$ cat src/rtl/lcd_pkg.sv
// Shared LCD definitions: command bytes, ASCII codes and nibble-to-hex helper.
// Used by the sum formatter and by the 4-bit nibble writer.
package lcd_pkg;

    localparam logic [7:0] LCD_LINE1 = 8'h80;
    localparam logic [7:0] LCD_LINE2 = 8'hC0;
    localparam logic [7:0] LCD_CLEAR = 8'h01;
    localparam logic [7:0] LCD_HOME  = 8'h02;

    localparam logic [7:0] ASCII_A  = 8'h41;
    localparam logic [7:0] ASCII_B  = 8'h42;
    localparam logic [7:0] ASCII_S  = 8'h53;
    localparam logic [7:0] ASCII_EQ = 8'h3D;
    localparam logic [7:0] ASCII_SP = 8'h20;
    localparam logic [7:0] ASCII_0  = 8'h30;

    localparam logic [3:0] LAST_ITEM = 4'd12;

    typedef enum logic [0:0] {
        ST_IDLE,
        ST_SEND
    } fmt_state_t;

    typedef struct packed {
        logic [3:0] a;
        logic [3:0] b;
        logic       cout;
        logic [3:0] sum;
    } operands_t;

    function automatic logic [7:0] hex2ascii(input logic [3:0] n);
        if (n < 4'd10)
            return 8'h30 + {4'h0, n};
        else
            return 8'h41 + ({4'h0, n} - 8'd10);
    endfunction

endpackage

$ cat src/rtl/lcd_sum_formatter.sv
// Formats snapshotted adder operands/result into a 13-item LCD frame
// and streams the items over a valid/ready byte interface.
module lcd_sum_formatter
    import lcd_pkg::*;
#(
    parameter int unsigned REFRESH_CYCLES = 2_500_000,
    parameter logic [7:0]  LINE1_ADDR     = LCD_LINE1,
    parameter logic [7:0]  LINE2_ADDR     = LCD_LINE2
) (
    input  logic       clk,
    input  logic       rst_n,
    input  logic [3:0] a,
    input  logic [3:0] b,
    input  logic [3:0] sum,
    input  logic       cout,
    output logic       out_valid,
    output logic       out_rs,
    output logic [7:0] out_data,
    input  logic       out_ready,
    output logic       busy,
    output logic       frame_done
);

    localparam int CW = (REFRESH_CYCLES > 1) ? $clog2(REFRESH_CYCLES) : 1;

    fmt_state_t      state;
    logic [3:0]      idx;
    operands_t       snap;
    operands_t       live;
    logic [CW-1:0]   refresh_cnt;
    logic            pending;
    logic            refresh_hit;
    logic            start;
    logic            accept;

    // Returns {rs, data} for one frame position.
    function automatic logic [8:0] item(input logic [3:0] i,
                                        input operands_t s);
        logic [8:0] r;
        r = 9'd0;
        case (i)
            4'd0:  r = {1'b0, LINE1_ADDR};
            4'd1:  r = {1'b1, ASCII_A};
            4'd2:  r = {1'b1, ASCII_EQ};
            4'd3:  r = {1'b1, hex2ascii(s.a)};
            4'd4:  r = {1'b1, ASCII_SP};
            4'd5:  r = {1'b1, ASCII_B};
            4'd6:  r = {1'b1, ASCII_EQ};
            4'd7:  r = {1'b1, hex2ascii(s.b)};
            4'd8:  r = {1'b0, LINE2_ADDR};
            4'd9:  r = {1'b1, ASCII_S};
            4'd10: r = {1'b1, ASCII_EQ};
            4'd11: r = {1'b1, ASCII_0 + {7'd0, s.cout}};
            4'd12: r = {1'b1, hex2ascii(s.sum)};
            default: r = 9'd0;
        endcase
        return r;
    endfunction

    assign live = {a, b, cout, sum};

    assign refresh_hit = (REFRESH_CYCLES != 0) &&
                         (refresh_cnt == CW'(REFRESH_CYCLES - 1));

    assign start  = (state == ST_IDLE) &&
                    (pending || (live != snap) || refresh_hit);

    assign accept = out_valid && out_ready;

    always_ff @(posedge clk or negedge rst_n) begin
        if (!rst_n) begin
            state       <= ST_IDLE;
            idx         <= 4'd0;
            snap        <= '0;
            refresh_cnt <= '0;
            pending     <= 1'b1;
            out_valid   <= 1'b0;
            out_rs      <= 1'b0;
            out_data    <= 8'd0;
            busy        <= 1'b0;
            frame_done  <= 1'b0;
        end else begin
            frame_done <= 1'b0;
            unique case (state)
                ST_IDLE: begin
                    if (start) begin
                        snap               <= live;
                        idx                <= 4'd0;
                        pending            <= 1'b0;
                        refresh_cnt        <= '0;
                        {out_rs, out_data} <= item(4'd0, live);
                        out_valid          <= 1'b1;
                        busy               <= 1'b1;
                        state              <= ST_SEND;
                    end else begin
                        refresh_cnt <= refresh_cnt + CW'(1);
                    end
                end
                ST_SEND: begin
                    // Changes during a frame are deferred to the next one.
                    if (live != snap)
                        pending <= 1'b1;
                    if (accept) begin
                        if (idx == LAST_ITEM) begin
                            state      <= ST_IDLE;
                            out_valid  <= 1'b0;
                            out_rs     <= 1'b0;
                            out_data   <= 8'd0;
                            busy       <= 1'b0;
                            frame_done <= 1'b1;
                        end else begin
                            idx                <= idx + 4'd1;
                            {out_rs, out_data} <= item(idx + 4'd1, snap);
                        end
                    end
                end
                default: state <= ST_IDLE;
            endcase
        end
    end

endmodule
$ cat config.mk
export PLATFORM = sky130hd
export DESIGN_NAME = lcd_sum_formatter
export DESIGN_NICKNAME = d
export VERILOG_FILES = /design/src/rtl/lcd_pkg.sv /design/src/rtl/lcd_sum_formatter.sv
export SDC_FILE = /design/constraint.sdc
export NUM_CORES = 1
export LEC_CHECK = 0
export ABC_AREA = 1
export CORE_MARGIN = 2
export CORE_UTILIZATION = 55
export DETAILED_ROUTE_END_ITERATION = 8
export PLACE_DENSITY = 0.78
export SKIP_CTS_REPAIR_TIMING = 1
export SYNTH_ARGS = -nofsm -noshare
export SYNTH_HDL_FRONTEND = slang
export SYNTH_SLANG_ARGS = --single-unit
$ cat constraint.sdc
create_clock -name clk -period 3.2 [get_ports clk]
set_input_delay 0.64 -clock clk [delete_from_list [all_inputs] [get_ports clk]]
set_output_delay 0.64 -clock clk [all_outputs]
set_load 0.02 [all_outputs]
# Word-level counts from Yosys, hierarchy flattened
# Index checks and enable logic that the tools add are counted.
# W data, S select, Z words.
# classes
n_addsub,12
multipliers,0
n_div,0
magnitude_cmp,3
eq_ne,20
shift,0
muxes,30
bitwise,1
n_reduce_logical,11
# op_table
cell,count
$pmux W9 S11,1
$mux W8,6
$add A7 B8 Y8 const A,3
$eq A4 B4 Y1 const B,6
$add A22 B1 Y22 const B,1
$eq A22 B22 Y1 const B,1
$mux W22,1
$add A6 B4 Y7 const A,3
$eq A4 B3 Y1 const B,4
$pmux W8 S2,1
$sub A4 B4 Y5 const B,3
$mux W1,13
$ne A13 B13 Y1,1
$lt A4 B4 Y1 const B,3
$mux W4,3
$eq A4 B2 Y1 const B,2
$pmux W1 S2,4
$pmux W4 S2,1
$add A6 B1 Y7 const A,1
$ne A2 B1 Y1 const B,3
$reduce_and A2 Y1,3
$reduce_and A3 Y1,2
$add A4 B1 Y4 const B,1
$eq A4 B1 Y1 const B,1
other kinds (6),9
# word_totals
register_bits,52
latchBits,0
ram_bits,0
mem_bits_ro,0
in_bits,16
output_inout_bits,12
word_cells,89
mem_count,0

# Longest topological paths before layout
# depth
depth_word,7
mapped_depth,15
ltp_nobuf,15

# Worst setup path before layout
# OpenSTA, ideal clock, no wires.
# synth_path
path_type,register to register
from,reg idx[0]
to,reg out_data[5]
setup_time_ps,65
arrival_time_ps,1758
required_ps,3135
path_slack_ps,1376
stages_incl_launch_ff,9
n_path_buf,0
period_less_slack_ps,1824
path_cell_list,dfrtp_1 ha_1 ha_1 inv_1 nand3_1 or2_1 nand3_1 nand2_1 nand2_1
# synth_via
elab_chain_len,7
elab_cells_between_ends,20
cone_classes,add/sub: 1; eq/ne: 13; mux: 4; reduce/logical: 2
# synth_rtl
item,line,text
start: declaration,lcd_sum_formatter.sv:27,logic [3:0] idx;
start signal: assignment,lcd_sum_formatter.sv:112,idx <= idx + 4'd1;
$add A4 B1 Y4,lcd_sum_formatter.sv:113,"{out_rs, out_data} <= item(idx + 4'd1, snap);"
$eq A4 B4 Y1 (tied with other cells),lcd_sum_formatter.sv:41,case (i)
$reduce_or A3 Y1 (no line),n/a,
$pmux W9 S11,lcd_sum_formatter.sv:41,
$mux W8 *,lcd_sum_formatter.sv:104,if (idx == LAST_ITEM) begin
$mux W8 *,lcd_sum_formatter.sv:103,if (accept) begin
$pmux W8 S2 *,lcd_sum_formatter.sv:84,unique case (state)
end signal: assignment,lcd_sum_formatter.sv:91,"{out_rs, out_data} <= item(4'd0, live);"
end signal: assignment,lcd_sum_formatter.sv:113,
end: declaration,lcd_sum_formatter.sv:18,"output logic [7:0] out_data,"
# Every way passes the cells marked *; elsewhere a longest branch is shown, timed or not. The select of a mux whose other input is x is not followed.
# A chain may end at the register's enable or synchronous reset.

# Worst setup path in the final report
# layout_path
from,in a[1]
to,reg snap[9] in the netlist's numbering
# layout_via
elab_chain_len,5
# layout_rtl
item,line,text
start: declaration,lcd_sum_formatter.sv:12,"input logic [3:0] a,"
$ne A13 B13 Y1,lcd_sum_formatter.sv:66,(pending || (live != snap) || refresh_hit);
$logic_or A1 B1 Y1 (2 in a row),lcd_sum_formatter.sv:66,
$logic_and A1 B1 Y1,lcd_sum_formatter.sv:65,assign start = (state == ST_IDLE) &&
$reduce_and A2 Y1 (no line),n/a,
end signal: assignment,lcd_sum_formatter.sv:87,snap <= live;
end: declaration,lcd_sum_formatter.sv:28,operands_t snap;
# Every way passes these cells.

==> summary.md <==
| Metric | Value |
|---|---|
| Status | finished clean |
| Cells along the critical path | clkdlybuf4s50_1, inv_1, nand2_1, nand2_1, nor2_1, nand2_1, nor2_2, nand3_2, nand2_4, buf_4, o21ai_0 |
| Antenna fix cells | 0 |
| YS warnings | 0 |
| Number of cells on the critical path | 11 |
| DIE WIDTH | 85.5 microns |
| Crit-path leading delay family | buffers and inverters |
| Highest-count cells in the layout ignoring fill and taps | 160 x nand2_1, 79 x nor2_1, 63 x inv_1 |
| RSZ-0062 raised after global routing | no |
| Num rows | 29 |
| GR Layer Usage met3 | slightly below 4% |
| Crit path capture type | flop |
| Worst-path clk slew | 100 ps |
| Synthesis-stage register bit count | 52 |
| Overall Global Routing Usage | around a quarter |
| Vias per std cell | 5.29 |
| Synthesized net count | between 500 and 600 |
| Nets | 589 |
| Root Driver | clkbuf_8 |
| Final-report max-slew violation count | 0 |
| Max-Cap Viols | 0 |
| Hold Crit Class | input port to asynchronous set/reset pin |
| Area Overhead vs Synth | 9.99% |
| Number of cells produced by synthesis | ~530 |
| Critical Path Fanout Max | 27 |
| Crit share post-route | 70.8% |
| Vias | between 3000 and 4000 |
| Pwr per Cell Area | ~280 mW/mm^2 |
| Hold WS | between 200 and 300 ps |
| Initial antenna violation count | 0 |
| Clock latency on the worst-skew pair | roughly 320 ps |
| CP peak stage delay | roughly 490 ps |
| CTS Sinks | 52 |
| Initial Utilization | about 57% |
| P_leak | 2.07 nW |
| R2R cell count | 9 |
| Inserted Clock Buffers | 5 |
| Fmax | approximately 440 MHz |
| First-pass GRT wire length | roughly 14000 microns |
| Placed Area | 0.00393 sq mm |
| Crit path arrival time | roughly 2500 ps |
| H-tree depth | 2 |
| Routability cong. | 0.851 |
| Sum of buffers and inverters on the critical path | 3 |
| Worst path required time | about 3400 ps |
| Crit-path slowest cell | clkdlybuf4s50_1 |
| Final Hold Vio Count | 0 |
| Post-layout util | 63.0% |
| Critical path type | input port to flop |
| Ports | 28 |
| Antenna Nets Post-Route | 0 |
| Most common cell on crit path | nand2_1 |
| M2 GR Usage | 38.4% |
| Die Y | about 86 microns |
| WL per Instance | about 13 microns |
| Vias in the first global route | between 3000 and 4000 |
| Core ar. | ~0.0064 sq mm |
| Largest net degree at the start of global routing | 28 |
| CTS tree | built |
| CP startpoint kind | input port |
| Fin crit period | roughly 2300 ps |
| Fin area | around 0.004 sq mm |
| Pre-antenna DRT Iters | 7 |
| Rel. slew slack | about two thirds |
| Most used routing layer | met2 |
| First DRT Iteration DRCs | around 210 |
| Deepest clock path buffer count | 2 |
| Commonest non-fill, non-tap cell in the layout | nand2_1 |
| Worst-Margin Slew | a little over 500 ps |
| Total grt overflow | 0 |
| Routed WL | 8220 microns |
| Total Power Consumption | between 1 and 1.5 mW |
| Share of cells above drive strength 1 | approximately 8.1% |
| PortBufs | 27 |
| Sequential share of the synthesized area | between 30 and 40% |
| Worst vdd ir | roughly 0.00022 V |
| Syn_area_per_cell | slightly below 7 sq um |
| Setup TNS | 0 ps |
| M1 GR Usage | 34.5% |
| Detail Placement HPWL | slightly above 6000 microns |
| Die area | about 0.0073 sq mm |
| Clock Skews | roughly 8 ps |
| Post-synthesis cell type count | 33 |
| Final setup fails | 0 |
| DRC Markers | 0 |
| Mapped cell area | 0.00366 sq mm |
==> per-stage QoR <==
stage | setup WS [ps] | cells
after floorplan | 1380 | 528
after global placement | 658 | 625
after detailed placement | 596 | 625
after CTS | 931 | 633
after global routing | 742 | 633
final | 934 | 633
==> cell type report <==
| cell class | count | area, sq um |
|---|---|---|
| Multi-Input combinational cell | 395 | 1970 |
| Inverter | 71 | 267 |
| Sequential cell | 52 | 1300 |
| Timing Repair Buffer | 30 | 288 |
| Tap cell | 77 | 96.3 |
| Clock buffer | 5 | 68.8 |
| Fill cell | 537 | 2360 |
| Clock inverter | 3 | 26.3 |
==> kinds of logic (layout without fill, tap and decap cells) <==
group	count (synthesis)	in the layout	share of synthesized area [%]
buffers and inverters	81	109	10.4
DFF	52	52	35.6
adders and majority gates	18	18	6.16
and+or+nand+nor	315	315	37.5
xor gates and xnor gates	13	13	3.11
AOI/OAI and AO/OA	49	49	7.18
==> registers in the layout, indices dropped and copies added (netlist names) <==
signal and cells:
pending 1, out_data 8, snap 13, refresh_cnt 22, busy 1, idx 4, frame_done 1, state 1
out_rs 1
==> final timing paths <==
check	start	end	slack, ps
setup / recovery	a[1]	snap[9]	930
hold / removal	rst_n	snap[6]	250
setup reg to reg	idx[0]	out_data[3]	1040
hold reg to reg	out_data[0]	out_data[0]	520
max in group asynchronous	rst_n	out_rs	2320
min in group clk	out_data[0]	out_data[0]	520
==> power breakdown <==
part / internal [mW] / total (mW) / switching, mW
combinational: 0.0224 / 0.0496 / 0.0271
sequential: 0.657 / 0.657 / 0
clock: 0.160 / 0.410 / 0.250
==> cells in the mapped netlist <==
cell / count / share of area, %
xor2_1: 8 / 1.9
ha_1: 18 / 6.2
a21oi_2: 1 / 0.24
buf_8: 1 / 0.41
or2_1: 1 / 0.17
dfrtp_1: 51 / 35
buf_4: 1 / 0.21
nor3_2: 1 / 0.27
nand2_2: 2 / 0.34
a21oi_1: 11 / 1.5
nand3_2: 12 / 3.3
dfstp_2: 1 / 0.72
inv_2: 8 / 0.82
o21ai_2: 1 / 0.24
inv_1: 63 / 6.5
xnor2_1: 5 / 1.2
nand3b_1: 1 / 0.21
buf_12: 3 / 1.6
nand2_4: 1 / 0.31
nand3_1: 34 / 4.7
nand2_1: 160 / 16
o21ai_1: 2 / 0.27
nor2_2: 6 / 1.0
o21bai_1: 1 / 0.21
o32ai_1: 1 / 0.24
a21o_1: 1 / 0.21
o22ai_1: 1 / 0.17
nand4_1: 8 / 1.4
o21ai_0: 30 / 4.1
buf_6: 1 / 0.31
nor3_1: 10 / 1.4
buf_2: 4 / 0.55
nor2_1: 79 / 8.1
==> metal layers <==
metal / vias up / wire length [microns]
li1: 1709 / -
met1: 1559 / 4110
met2: 70 / 3640
met3: 12 / 338
met4: 0 / 133
met5: - / 0
(Power assumes the default switching activity.)
